$ cat config.mk
export PLATFORM = sky130hd
export DESIGN_NAME = id_stage
export DESIGN_NICKNAME = d
export VERILOG_FILES = /design/src/rtl/core_pkg.sv /design/src/rtl/imm_gen.sv /design/src/rtl/id_stage.sv
export SDC_FILE = /design/constraint.sdc
export NUM_CORES = 1
export LEC_CHECK = 0
export CAP_MARGIN = 30
export CORE_ASPECT_RATIO = 2
export CORE_UTILIZATION = 35
export DETAILED_ROUTE_END_ITERATION = 16
export HOLD_SLACK_MARGIN = 0.15
export PLACE_DENSITY = 0.82
export REMOVE_ABC_BUFFERS = 1
export SLEW_MARGIN = 25
export SYNTH_ARGS = -nofsm -noshare
export SYNTH_HDL_FRONTEND = slang
export SYNTH_SLANG_ARGS = --single-unit
$ cat constraint.sdc
create_clock -name clk -period 2.08 [get_ports clk]
set_clock_uncertainty 0.15 [all_clocks]
set_input_delay 0.416 -clock clk [delete_from_list [all_inputs] [get_ports clk]]
set_output_delay 0.416 -clock clk [all_outputs]
set_load 0.05 [all_outputs]
$ cat src/rtl/core_pkg.sv
`default_nettype none
// +----------------------------------------------------------------------+
// | core_pkg: RV32I opcodes, immediate kinds, ID/EX payload. Rev 1.0      |
// +----------------------------------------------------------------------+
package core_pkg;

  localparam int XLEN   = 32;
  localparam int REG_AW = 5;

  localparam logic [6:0] OPC_LOAD     = 7'b0000011;
  localparam logic [6:0] OPC_MISC_MEM = 7'b0001111;
  localparam logic [6:0] OPC_OP_IMM   = 7'b0010011;
  localparam logic [6:0] OPC_AUIPC    = 7'b0010111;
  localparam logic [6:0] OPC_STORE    = 7'b0100011;
  localparam logic [6:0] OPC_OP       = 7'b0110011;
  localparam logic [6:0] OPC_LUI      = 7'b0110111;
  localparam logic [6:0] OPC_BRANCH   = 7'b1100011;
  localparam logic [6:0] OPC_JALR     = 7'b1100111;
  localparam logic [6:0] OPC_JAL      = 7'b1101111;

  typedef enum logic [2:0] {
    IMM_NONE = 3'd0,
    IMM_I    = 3'd1,
    IMM_S    = 3'd2,
    IMM_B    = 3'd3,
    IMM_U    = 3'd4,
    IMM_J    = 3'd5
  } imm_type_e;

  typedef struct packed {
    logic [XLEN-1:0]   pc;
    logic [XLEN-1:0]   instr;
    logic [XLEN-1:0]   rs1_data;
    logic [XLEN-1:0]   rs2_data;
    logic [XLEN-1:0]   imm;
    logic [REG_AW-1:0] rs1;
    logic [REG_AW-1:0] rs2;
    logic [REG_AW-1:0] rd;
    logic              rd_we;
    logic              is_load;
  } idex_t;

  function automatic imm_type_e imm_type_of(input logic [6:0] opcode);
    case (opcode)
      OPC_LOAD, OPC_OP_IMM, OPC_JALR: return IMM_I;
      OPC_STORE:                      return IMM_S;
      OPC_BRANCH:                     return IMM_B;
      OPC_LUI, OPC_AUIPC:             return IMM_U;
      OPC_JAL:                        return IMM_J;
      default:                        return IMM_NONE;
    endcase
  endfunction

  function automatic logic writes_rd(input logic [6:0] opcode);
    case (opcode)
      OPC_LUI, OPC_AUIPC, OPC_JAL, OPC_JALR,
      OPC_LOAD, OPC_OP_IMM, OPC_OP: return 1'b1;
      default:                      return 1'b0;
    endcase
  endfunction

  function automatic logic uses_rs1(input logic [6:0] opcode);
    case (opcode)
      OPC_JALR, OPC_BRANCH, OPC_LOAD,
      OPC_STORE, OPC_OP_IMM, OPC_OP: return 1'b1;
      default:                       return 1'b0;
    endcase
  endfunction

  function automatic logic uses_rs2(input logic [6:0] opcode);
    case (opcode)
      OPC_BRANCH, OPC_STORE, OPC_OP: return 1'b1;
      default:                       return 1'b0;
    endcase
  endfunction

endpackage
`default_nettype wire

$ cat src/rtl/imm_gen.sv
`default_nettype none
// +----------------------------------------------------------------------+
// | imm_gen: combinational RV32I immediate extraction. Rev 1.0            |
// +----------------------------------------------------------------------+
module imm_gen
  import core_pkg::*;
(
  input  logic [XLEN-1:0] instr,
  output logic [XLEN-1:0] imm
);

  always_comb begin
    imm = '0;
    case (imm_type_of(instr[6:0]))
      IMM_I:   imm = {{21{instr[31]}}, instr[30:20]};
      IMM_S:   imm = {{21{instr[31]}}, instr[30:25], instr[11:7]};
      IMM_B:   imm = {{20{instr[31]}}, instr[7], instr[30:25], instr[11:8], 1'b0};
      IMM_U:   imm = {instr[31:12], 12'b0};
      IMM_J:   imm = {{12{instr[31]}}, instr[19:12], instr[20], instr[30:21], 1'b0};
      default: imm = '0;
    endcase
  end

endmodule
`default_nettype wire

$ cat src/rtl/id_stage.sv
`default_nettype none
// +----------------------------------------------------------------------+
// | id_stage: RV32I decode + ID/EX register with load-use stall. Rev 1.0  |
// | Optional macro ID_BYPASS_EN: same-cycle WB write-through to operands. |
// +----------------------------------------------------------------------+
module id_stage
  import core_pkg::*;
#(
  parameter int AW = 5,
  parameter int DW = 32
) (
  input  logic          clk,
  input  logic          rst,
  input  logic          if_valid,
  input  logic [DW-1:0] if_instr,
  input  logic [DW-1:0] if_pc,
  output logic          id_ready,
  output logic [AW-1:0] rf_rd_addr1,
  output logic [AW-1:0] rf_rd_addr2,
  input  logic [DW-1:0] rf_rd_data1,
  input  logic [DW-1:0] rf_rd_data2,
  input  logic          wb_wr_en,
  input  logic [AW-1:0] wb_wr_addr,
  input  logic [DW-1:0] wb_wr_data,
  input  logic          flush,
  input  logic          ex_ready,
  output logic          ex_valid,
  output logic [DW-1:0] ex_pc,
  output logic [DW-1:0] ex_instr,
  output logic [DW-1:0] ex_rs1_data,
  output logic [DW-1:0] ex_rs2_data,
  output logic [DW-1:0] ex_imm,
  output logic [AW-1:0] ex_rs1,
  output logic [AW-1:0] ex_rs2,
  output logic [AW-1:0] ex_rd,
  output logic          ex_rd_we,
  output logic          ex_is_load
);

  logic [6:0]    opcode;
  logic [AW-1:0] rs1;
  logic [AW-1:0] rs2;
  logic [AW-1:0] rd;
  logic [DW-1:0] rs1_val;
  logic [DW-1:0] rs2_val;
  logic [DW-1:0] imm;
  logic          hazard;
  logic          capture;
  logic          valid_q;
  idex_t         payload_q;
  idex_t         payload_d;

  assign opcode      = if_instr[6:0];
  assign rd          = if_instr[11:7];
  assign rs1         = if_instr[19:15];
  assign rs2         = if_instr[24:20];
  assign rf_rd_addr1 = rs1;
  assign rf_rd_addr2 = rs2;

`ifdef ID_BYPASS_EN
  assign rs1_val = (rs1 == '0) ? '0 :
                   (wb_wr_en && wb_wr_addr == rs1) ? wb_wr_data : rf_rd_data1;
  assign rs2_val = (rs2 == '0) ? '0 :
                   (wb_wr_en && wb_wr_addr == rs2) ? wb_wr_data : rf_rd_data2;
`else
  logic unused_wb;
  assign unused_wb = ^{wb_wr_en, wb_wr_addr, wb_wr_data};
  assign rs1_val   = (rs1 == '0) ? '0 : rf_rd_data1;
  assign rs2_val   = (rs2 == '0) ? '0 : rf_rd_data2;
`endif

  imm_gen u_imm_gen (
    .instr (if_instr),
    .imm   (imm)
  );

  // Only source fields the opcode actually reads can create a load-use stall.
  assign hazard = valid_q && payload_q.is_load && (payload_q.rd != '0) &&
                  ((uses_rs1(opcode) && payload_q.rd == rs1) ||
                   (uses_rs2(opcode) && payload_q.rd == rs2));

  assign id_ready = !hazard && (!valid_q || ex_ready);
  assign capture  = if_valid && id_ready;

  always_comb begin
    payload_d          = '0;
    payload_d.pc       = if_pc;
    payload_d.instr    = if_instr;
    payload_d.rs1_data = rs1_val;
    payload_d.rs2_data = rs2_val;
    payload_d.imm      = imm;
    payload_d.rs1      = rs1;
    payload_d.rs2      = rs2;
    payload_d.rd       = rd;
    payload_d.rd_we    = writes_rd(opcode) && (rd != '0);
    payload_d.is_load  = (opcode == OPC_LOAD);
  end

  // A stall with ex_ready high falls into the last branch and becomes the bubble.
  always_ff @(posedge clk) begin
    if (rst) begin
      valid_q   <= 1'b0;
      payload_q <= '0;
    end else if (flush) begin
      valid_q <= 1'b0;
    end else if (capture) begin
      valid_q   <= 1'b1;
      payload_q <= payload_d;
    end else if (!valid_q || ex_ready) begin
      valid_q <= 1'b0;
    end
  end

  assign ex_valid    = valid_q;
  assign ex_pc       = payload_q.pc;
  assign ex_instr    = payload_q.instr;
  assign ex_rs1_data = payload_q.rs1_data;
  assign ex_rs2_data = payload_q.rs2_data;
  assign ex_imm      = payload_q.imm;
  assign ex_rs1      = payload_q.rs1;
  assign ex_rs2      = payload_q.rs2;
  assign ex_rd       = payload_q.rd;
  assign ex_rd_we    = payload_q.rd_we;
  assign ex_is_load  = payload_q.is_load;

endmodule
`default_nettype wire

==> flow_summary_export.csv, run 1 <==
group,metric,value,unit
place,placed_area,11100,um^2
detailed_routing,vias,7207,
global_route,grt_remaining_overflow,0,
clocking,clkTransAtPathRegs,60,ps
detailed_routing,initialDrtViolationCount,260,
detailed_routing,route.met2.wl,14.2,mm
finish,final_cell_area,12600,um^2
sta,slew_headroom,63.2,%
clocking,holdBufCountCts,0,
power,switching_power,2.58,mW
sta,fin_hold_ws,279,ps
place,place_hpwl,18.2,mm
clocking,cts_root_buf,"clkbuf_16",
setup_path,cp-start-kind,"flip-flop",
clocking,clk_latency,430,ps
die,die_area,21600,um^2
die,pin_count,360,
detailed_routing,wirelength,26.1,mm
die,coreArea,20500,um^2
logic_synthesis,ys_ff_latch,163,
place,portBuffers,321,
die,chipWidth,104,um
power,peakVddDrop,0.000489,V
clocking,numCtsBuffers,17,
clocking,cts_tree,"built",
sta,worst_pin_slew,554,ps
global_route,grt_pass1_wl,39.5,mm
die,fp.dieH,207,um
status,violations,"negative setup slack",
finish,final_core_utilization,61.8,%
finish,area_growth_syn_to_layout,72.5,%
power,power,8.90,mW
finish,stdcell_count,1478,
logic_synthesis,synth_edf_count,0,
sta,fin_crit_sh,118,%
logic_synthesis,synth_largest_area_cell,"dfxtp_1",
global_route,grt_pass1_vias,7461,
status,status,"finished, violations left",
detailed_routing,met3_length,1.39,mm
logic_synthesis,async_flop_share,0,%
clocking,clk_path_buf_depth,2,
clocking,cts.sinks,163,
logic_synthesis,netlist_area,7330,um^2
job,drv_cap,0,
setup_path,worst-path-max-fanout,2,
sta,hold_viol_final,0,
logic_synthesis,synth_cells,821,
die,start_util,35.8,%
detailed_routing,final_antenna_net_count,0,
logic_synthesis,yosysWarningCount,0,
setup_path,critPathArrivalTime,1900,ps
sta,finalSetupViolations,162,
detailed_routing,top_layer,"met4",
global_route,grt_usage,23.9,%
place,gp_congestion,0.888,
die,rows,74,
min_path,worstHoldPathType,"in -> reg",
detailed_routing,drt-wirelength-per-cell,17.7,um
power,p_int,6.32,mW
detailed_routing,dr.pass1.iters,4,
sta,rsz0062_at_grt,"true",
detailed_routing,viasPerCell,4.88,
sta,max_freq,0.406,GHz
logic_synthesis,synthDistinctLibCells,41,
logic_synthesis,synth.top_cell.area_share,44.5,%
power,power_density,704,nW/um^2
global_route,grt_start_max_net_pins,44,
setup_path,cp_data_required_time,1510,ps
sta,period_minus_slack,2460,ps
power,p_seq_share,37.4,%
power,sw_frac_of_total,29.0,%
sta,final.setup.worst_slack,-382,ps
logic_synthesis,synth_seq_area_share,44.5,%
logic_synthesis,ys_top_cells_by_area,"dfxtp_1 45%, mux2i_1 19%, nand2_1 14%",
finish,nFillCells,1659,
power,leakage,6.02,nW
logic_synthesis,synth.avg_cell_area,8.92,um^2
logic_synthesis,synthFlopType,"dfxtp_1",
setup_path,crit_type,"reg -> out",
setup_path,cp-end-kind,"output port",
detailed_routing,drc_errors,0,
power,p_clk_share,40.2,%
place,dp.cells,1414,
global_route,antenna_found_initial,0,
clocking,htreeDepth,4,
finish,n_antenna_cell,0,
power,p_comb_share,22.4,%
finish,final_nets,1370,
sta,drv_slew,0,
finish,drive_gt1_share,25.3,%
detailed_routing,wirelength_met1,9.19,mm
## per-stage QoR
step | setup slack (ps) | TNS [ps]
after floorplan | -3230 | -465330
after detailed placement | -746 | -110350
after CTS | -388 | -34630
after global placement | -732 | -108930
after global routing | -417 | -35580
final | -382 | -30370
## layout by cell type (no fill, tap or decap), types with 4 or more instances in the layout
cell and n:
nand2_1 275, dfxtp_1 159, buf_4 151, mux2i_1 136, clkdlybuf4s50_1 120, dlygate4sd2_1 99
buf_12 28, nor2b_1 23, a21oi_1 22, clkbuf_16 20, mux2_2 18, nor2_1 17
buf_16 15, buf_8 12, buf_6 11, xnor2_1 7, a31o_4 7, or3_1 6
mux2_4 5, a2111oi_1 5, bufinv_16 5, nand3_1 4, o21ai_0 4, dfxtp_2 4
dlymetal6s2s_1 4
## final timing paths
path	start	to	slack [ps]	cells past startpoint
worst max-delay path	ex_instr[10]$_SDFFE_PP0P_	id_ready	-380	4
worst max register to register	ex_instr[10]$_SDFFE_PP0P_	ex_instr[21]$_SDFFE_PP0P_	-310	9
worst min register to register	ex_instr[4]$_SDFFE_PP0P_	ex_instr[4]$_SDFFE_PP0P_	310	2
worst min-delay path	if_instr[5]	ex_instr[5]$_SDFFE_PP0P_	280	3
## layout make-up
class / count / area, um^2 / share of cell area [%]
clock inverters: 13 / 221 / 1.75
clock buffers: 19 / 443 / 3.50
inverters: 3 / 16.3 / 0.129
well taps: 266 / 333 / 2.63
multi-input cells: 571 / 3750 / 29.7
flip-flops and latches: 163 / 3270 / 25.9
repair buffers: 443 / 4600 / 36.4
## cells in the mapped netlist (2+ instances only)
cell type	n
nand2_1	275
dfxtp_1	163
mux2i_1	137
clkbuf_1	39
buf_4	29
a21oi_1	24
nor2b_1	23
mux2_2	19
nor2_1	17
buf_6	11
xnor2_1	10
a2111oi_0	9
a31o_2	8
or3_1	6
buf_2	5
mux2_1	4
nand3_1	4
o21ai_0	4
a211o_1	2
a21boi_0	2
a21o_1	2
inv_1	2
nand2b_1	2
nand3b_1	2
nand4b_1	2
nor3_1	2
nor4_1	2
or2_2	2
or4_1	2
## metal layers
metal | track usage [%] | vias up
li1 | - | 3457
met4 | 13.8 | 0
met2 | 45.4 | 267
met1 | 23.2 | 3413
met3 | 5.87 | 70
met5 | 0 | -
## cell families (layout without fill, tap and decap cells)
kind of cell           after synthesis  count (layout)  share of synthesized area, %
AND/OR/NAND/NOR                    345             345                          19.7
flip-flops                         163             163                          44.5
multiplexers                       160             160                          22.3
buffers and inverters               87             478                          7.16
AO/OA/AOI/OAI                       56              56                          5.14
XOR/XNOR                            10              10                          1.20
## what timing repair did
action | 4_1_cts | 5_1_grt
setup buffers | 16 | 3
setup endpoints to repair | 255 | 163
resized for setup | 140 | 57
pin swaps | 6 | 16
endpoints found under the hold margin | 0 | 0
gates cloned | 15 | 3
## power by group through the flow
stage / combinational (mW) / sequential, mW / clock [mW]
5_1_grt: 2.08 / 3.34 / 3.76
6_report: 1.99 / 3.33 / 3.57
3_5_place_dp: 1.83 / 3.40 / 0
2_1_floorplan: 0.432 / 3.90 / 0
3_3_place_gp: 1.81 / 3.39 / 0
4_1_cts: 1.98 / 3.33 / 3.62
## worst max-delay path: stages, from the launching register on
cell      delay (ps)
dfxtp_2          320
or4_4            570
o21a_4           240
a21boi_4         150
buf_6            180
## sequential cells by signal, summed over array words and instances, names as in the netlist
register     count
ex_rs1_data     32
ex_is_load       1
ex_valid         1
ex_instr        32
ex_imm          32
ex_rd_we         1
ex_rs2_data     32
ex_pc           32
Power figures use the tool's default switching activity.
==> run 2: changes to the inputs <==
SKIP_CTS_REPAIR_TIMING = 1   (was default)
==> run 2 against run 1 <==
The run still ends with negative setup slack left. Largest power group unchanged. Highest routed layer unchanged. Critical path type unchanged. Clock-buffer cell count did not move. Combinational power fell by 3%. Design area fell by 0.34%. Sequential cell count did not move. Critical endpoint unchanged.
==> flow_summary_export.csv, run 2 (synthesis gave the netlist of run 1 again) <==
group,metric,value,unit
status,status,"finished, violations left",
status,violations,"negative setup slack",
sta,max_freq,0.406,GHz
clocking,clkTransAtPathRegs,60,ps
global_route,grt_pass1_wl,36.5,mm
detailed_routing,viasPerCell,4.85,
clocking,clk_latency,430,ps
die,chipWidth,104,um
sta,period_minus_slack,2460,ps
detailed_routing,final_antenna_net_count,0,
setup_path,cp-end-kind,"output port",
setup_path,cpPeakStageDelay,570,ps
clocking,numCtsBuffers,17,
global_route,antenna_found_initial,0,
setup_path,crit_chain,"or4_4 > o21a_4 > a21boi_4 > buf_6",
power,peakVddDrop,0.000461,V
setup_path,cp_num_buf_inv,1,
setup_path,crit_type,"reg -> out",
power,power_density,701,nW/um^2
global_route,grt_start_max_net_pins,44,
clocking,cts_root_buf,"clkbuf_16",
global_route,groute.layer.met2.usage,41.1,%
finish,nFillCells,1605,
finish,n_antenna_cell,0,
die,die_area,21600,um^2
place,portBuffers,321,
setup_path,cp-start-kind,"flip-flop",
setup_path,cp_data_required_time,1510,ps
sta,slew_headroom,62.9,%
sta,worst_pin_slew,542,ps
die,rows,74,
sta,hold_viol_final,0,
setup_path,startpoint,"ex_instr[8]$_SDFFE_PP0P_",
sta,drv_slew,0,
finish,final_common_cell,"nand2_1",
place,place_hpwl,18.2,mm
place,gp_congestion,0.888,
global_route,grt_usage,21.8,%
detailed_routing,vias,7143,
min_path,min_from,"if_instr[3]",
die,fp.dieH,207,um
finish,final_cell_mix,"275 x nand2_1, 165 x buf_4, 162 x dfxtp_1",
clocking,htreeDepth,4,
clocking,cts_tree,"built",
die,coreArea,20500,um^2
finish,final_nets,1365,
min_path,worstHoldPathType,"in -> reg",
detailed_routing,initialDrtViolationCount,223,
sta,fin_crit_sh,118,%
clocking,cts.sinks,163,
setup_path,critPathArrivalTime,1890,ps
sta,final.setup.worst_slack,-381,ps
setup_path,worst-path-max-fanout,4,
detailed_routing,drt-wirelength-per-cell,17.3,um
setup_path,cpMaxStageDelayCell,"or4_4",
global_route,use_met1,21.8,%
sta,rsz0062_at_grt,"true",
global_route,grt_pass1_vias,7063,
die,pin_count,360,
setup_path,crit_family,"simple AND/OR/NAND/NOR gates",
finish,area_growth_syn_to_layout,71.9,%
finish,stdcell_count,1473,
detailed_routing,wirelength,25.5,mm
sta,fin_tns_setup,-31950,ps
finish,drive_gt1_share,24.4,%
power,leakage,7.07,nW
detailed_routing,dr.pass1.iters,4,
place,dp.cells,1414,
sta,finalSetupViolations,163,
job,drv_cap,0,
setup_path,r2r-start,"ex_instr[8]$_SDFFE_PP0P_",
global_route,grt_remaining_overflow,0,
clocking,clk_path_buf_depth,2,
power,power,8.83,mW
global_route,grtUsageMet3,5.49,%
detailed_routing,drc_errors,0,
die,start_util,35.8,%
global_route,gr-max-usage-layer,"met2",
[run 2: cell count changes in the layout (fill, tap and decap cells not counted), sizes merged]
cell           delta
dlymetal6s2s     +94
clkdlybuf4s50     +5
dlygate4sd2      -99
clkbuf            +7
buf              -12
[run 2: final timing paths]
kind                                                  to  slack, ps  cells past startpoint
worst max-delay path                            id_ready       -380                      4
worst min-delay path            ex_instr[3]$_SDFFE_PP0P_        150                      3
worst max register to register   ex_imm[29]$_SDFFE_PP0P_       -370                      8
worst min register to register  ex_instr[4]$_SDFFE_PP0P_        300                      2
[run 2: layer usage]
| layer | share of wire (%) | vias up |
|---|---|---|
| met5 | 0 | - |
| met4 | 4.3 | 0 |
| met3 | 5.6 | 70 |
| met2 | 55 | 258 |
| met1 | 35 | 3371 |
| li1 | - | 3444 |
[run 2: stage by stage]
step	instance area (um^2)	setup WS [ps]	utilization (%)	hold slack [ps]
after floorplan	6810	-3230	-	405
after global placement	11100	-732	54.4	291
after detailed placement	11100	-746	54.4	297
after CTS	11800	-720	57.6	309
after global routing	12600	-424	61.6	172
final	12600	-381	61.6	153
[run 2: area by class of cell]
| cell class | instances | area [um^2] | share of cell area, % |
|---|---|---|---|
| flip-flops and latches | 163 | 3260 | 25.9 |
| well taps | 266 | 333 | 2.64 |
| inverters | 3 | 16.3 | 0.129 |
| clock buffers | 19 | 443 | 3.52 |
| multi-input cells | 571 | 3640 | 28.9 |
| clock inverters | 13 | 221 | 1.76 |
| repair buffers | 438 | 4680 | 37.1 |
[run 2: worst min-delay path: cells and delay by family]
family / cells / cell delay, ps
buf+inv: 1 / 150
simple gates: 1 / 60
mux: 1 / 60
[run 2: where the power goes]
part           switching, mW  leakage [nW]  internal [mW]  total (mW)
registers             0.0749          1.33           3.25        3.33
clock network           1.37         0.314           2.19        3.56
logic                   1.09          5.43          0.858        1.94
==> run 3: changes to the inputs <==
CORE_UTILIZATION = 37   (was 35)
CTS_BUF_LIST = sky130_fd_sc_hd__clkbuf_4 sky130_fd_sc_hd__clkbuf_8 sky130_fd_sc_hd__clkbuf_16   (was default)
GPL_TIMING_DRIVEN = 0   (was default)
PLACE_DENSITY = 0.85   (was 0.82)
==> run 3 against run 2 <==
The run still ends with negative setup slack left. Total power is 0.45% lower. Utilization is 4.7 points higher. Routed wire length is 13% higher. Sequential power hardly changed. Critical endpoint is now ex_pc[18]$_SDFFE_PP0P_. First-iteration DRC count is 46% higher. Via count is 2.3% higher. Highest routed layer unchanged.
==> flow_summary_export.csv, run 3 (synthesis gave the netlist of run 1 again) <==
group,metric,value,unit
status,status,"finished, violations left",
status,violations,"negative setup slack",
finish,area_growth_syn_to_layout,75.2,%
sta,rsz0062_at_grt,"true",
global_route,grt_usage,23.0,%
die,rows,72,
setup_path,reg2reg_slack,-550,ps
finish,final_nets,1331,
setup_path,worst-path-max-fanout,8,
finish,final_cell_mix,"275 x nand2_1, 205 x dlymetal6s2s_1, 158 x dfxtp_1",
global_route,grt_start_max_net_pins,97,
die,coreArea,19400,um^2
clocking,cts_root_buf,"clkbuf_16",
clocking,htreeDepth,4,
sta,finalSetupViolations,163,
finish,final_common_cell,"nand2_1",
place,place_hpwl,17.0,mm
finish,drive_gt1_share,14.3,%
global_route,grt_pass1_wl,35.5,mm
die,start_util,37.8,%
min_path,worstHoldEndpoint,"ex_instr[0]$_SDFFE_PP0P_",
sta,drv_slew,0,
finish,regArea,3270,um^2
detailed_routing,drt-wirelength-per-cell,20.1,um
sta,final.setup.worst_slack,-554,ps
clocking,numCtsBuffers,17,
detailed_routing,initialDrtViolationCount,325,
power,leakage,8.42,nW
detailed_routing,dr.pass1.iters,5,
min_path,min_path_cells,3,
setup_path,r2r-start,"ex_instr[10]$_SDFFE_PP0P_",
sta,fin_crit_sh,127,%
finish,final_core_utilization,66.3,%
sta,max_freq,0.380,GHz
clocking,clk_path_buf_depth,2,
setup_path,reg2reg_to,"ex_pc[18]$_SDFFE_PP0P_",
clocking,clk_latency,450,ps
finish,multi_input_comb_area,3710,um^2
detailed_routing,final_antenna_net_count,0,
finish,stdcell_count,1433,
die,pin_count,360,
min_path,min_from,"if_instr[0]",
global_route,grt_remaining_overflow,0,
job,drv_cap,0,
clocking,clkTransAtPathRegs,70,ps
place,dp.cells,1329,
place,gp_congestion,0.840,
die,die_area,20400,um^2
detailed_routing,viasPerCell,5.10,
global_route,antenna_found_initial,1,
setup_path,cp-end-kind,"flip-flop",
clocking,cts_tree,"built",
detailed_routing,drc_errors,0,
detailed_routing,wirelength,28.8,mm
finish,nFillCells,1385,
setup_path,crit_type,"reg -> reg",
global_route,grt_pass1_vias,6679,
sta,period_minus_slack,2630,ps
sta,worst_pin_slew,903,ps
clocking,cts.sinks,163,
setup_path,critPathArrivalTime,2840,ps
die,fp.dieH,201,um
detailed_routing,vias,7307,
power,peakVddDrop,0.000731,V
power,power_density,685,nW/um^2
setup_path,cp_data_required_time,2290,ps
min_path,worstHoldPathType,"in -> reg",
place,portBuffers,321,
setup_path,rr_worst_depth,9,
sta,slew_headroom,39.8,%
setup_path,cp-start-kind,"flip-flop",
sta,hold_viol_final,0,
die,chipWidth,102,um
run 3: report_power, final:
| group | leakage (nW) | switching, mW | internal (mW) | total, mW |
|---|---|---|---|---|
| Combinational | 6.78 | 1.12 | 0.836 | 1.95 |
| Clock | 0.312 | 1.36 | 2.14 | 3.50 |
| Sequential | 1.33 | 0.0808 | 3.25 | 3.33 |
| Total | 8.42 | 2.56 | 6.23 | 8.79 |
run 3: cell type report:
type	instances	area share (%)
clock inverter	11	1.36
multi-input combinational	574	28.9
tap	259	2.52
inverter	3	0.127
timing repair buffer	401	37.8
antenna	1	0.0195
clock buffer	21	3.74
sequential	163	25.5
run 3: layer usage:
metal	up-vias	wire, um	GRT usage, %
li1	3389	-	-
met1	3478	9870	22.8
met2	336	15500	40.7
met3	104	1830	7.17
met4	0	1650	13.9
met5	-	0	0
run 3: how the worst max path moves through the flow:
stage / start / slack (ps) / end / cells past startpoint
2_1_floorplan: ex_instr[8]$_SDFFE_PP0P_ / -3230 / ex_imm[13]$_SDFFE_PP0P_ / 5
3_3_place_gp: rst / -6300 / ex_imm[5]$_SDFFE_PP0P_ / 3
3_5_place_dp: if_instr[6] / -1890 / ex_imm[13]$_SDFFE_PP0P_ / 9
4_1_cts: if_instr[4] / -1620 / id_ready / 6
5_1_grt: ex_instr[10]$_SDFFE_PP0P_ / -610 / ex_pc[18]$_SDFFE_PP0P_ / 9
6_report: ex_instr[10]$_SDFFE_PP0P_ / -550 / ex_pc[18]$_SDFFE_PP0P_ / 9
run 3: critical path, stage by stage, from the launching register on:
cell and delay, ps:
dfxtp_4 360, or4_4 590, o21a_4 270, buf_6 130, a21oi_4 200, clkbuf_16 210
buf_16 130, buf_12 130, buf_12 130, mux2i_1 220
run 3: per-stage QoR:
step / power, mW / TNS (ps) / hold WS, ps / setup WS, ps / area [um^2]
2_1_floorplan: 4.33 / -465330 / 405 / -3230 / 6810
3_3_place_gp: 5.09 / -939240 / 291 / -6300 / 10400
3_5_place_dp: 5.11 / -227040 / 298 / -1890 / 10700
4_1_cts: 8.61 / -171930 / 310 / -1620 / 11300
5_1_grt: 9.07 / -58790 / 189 / -606 / 12800
6_report: 8.79 / -53530 / 205 / -554 / 12800
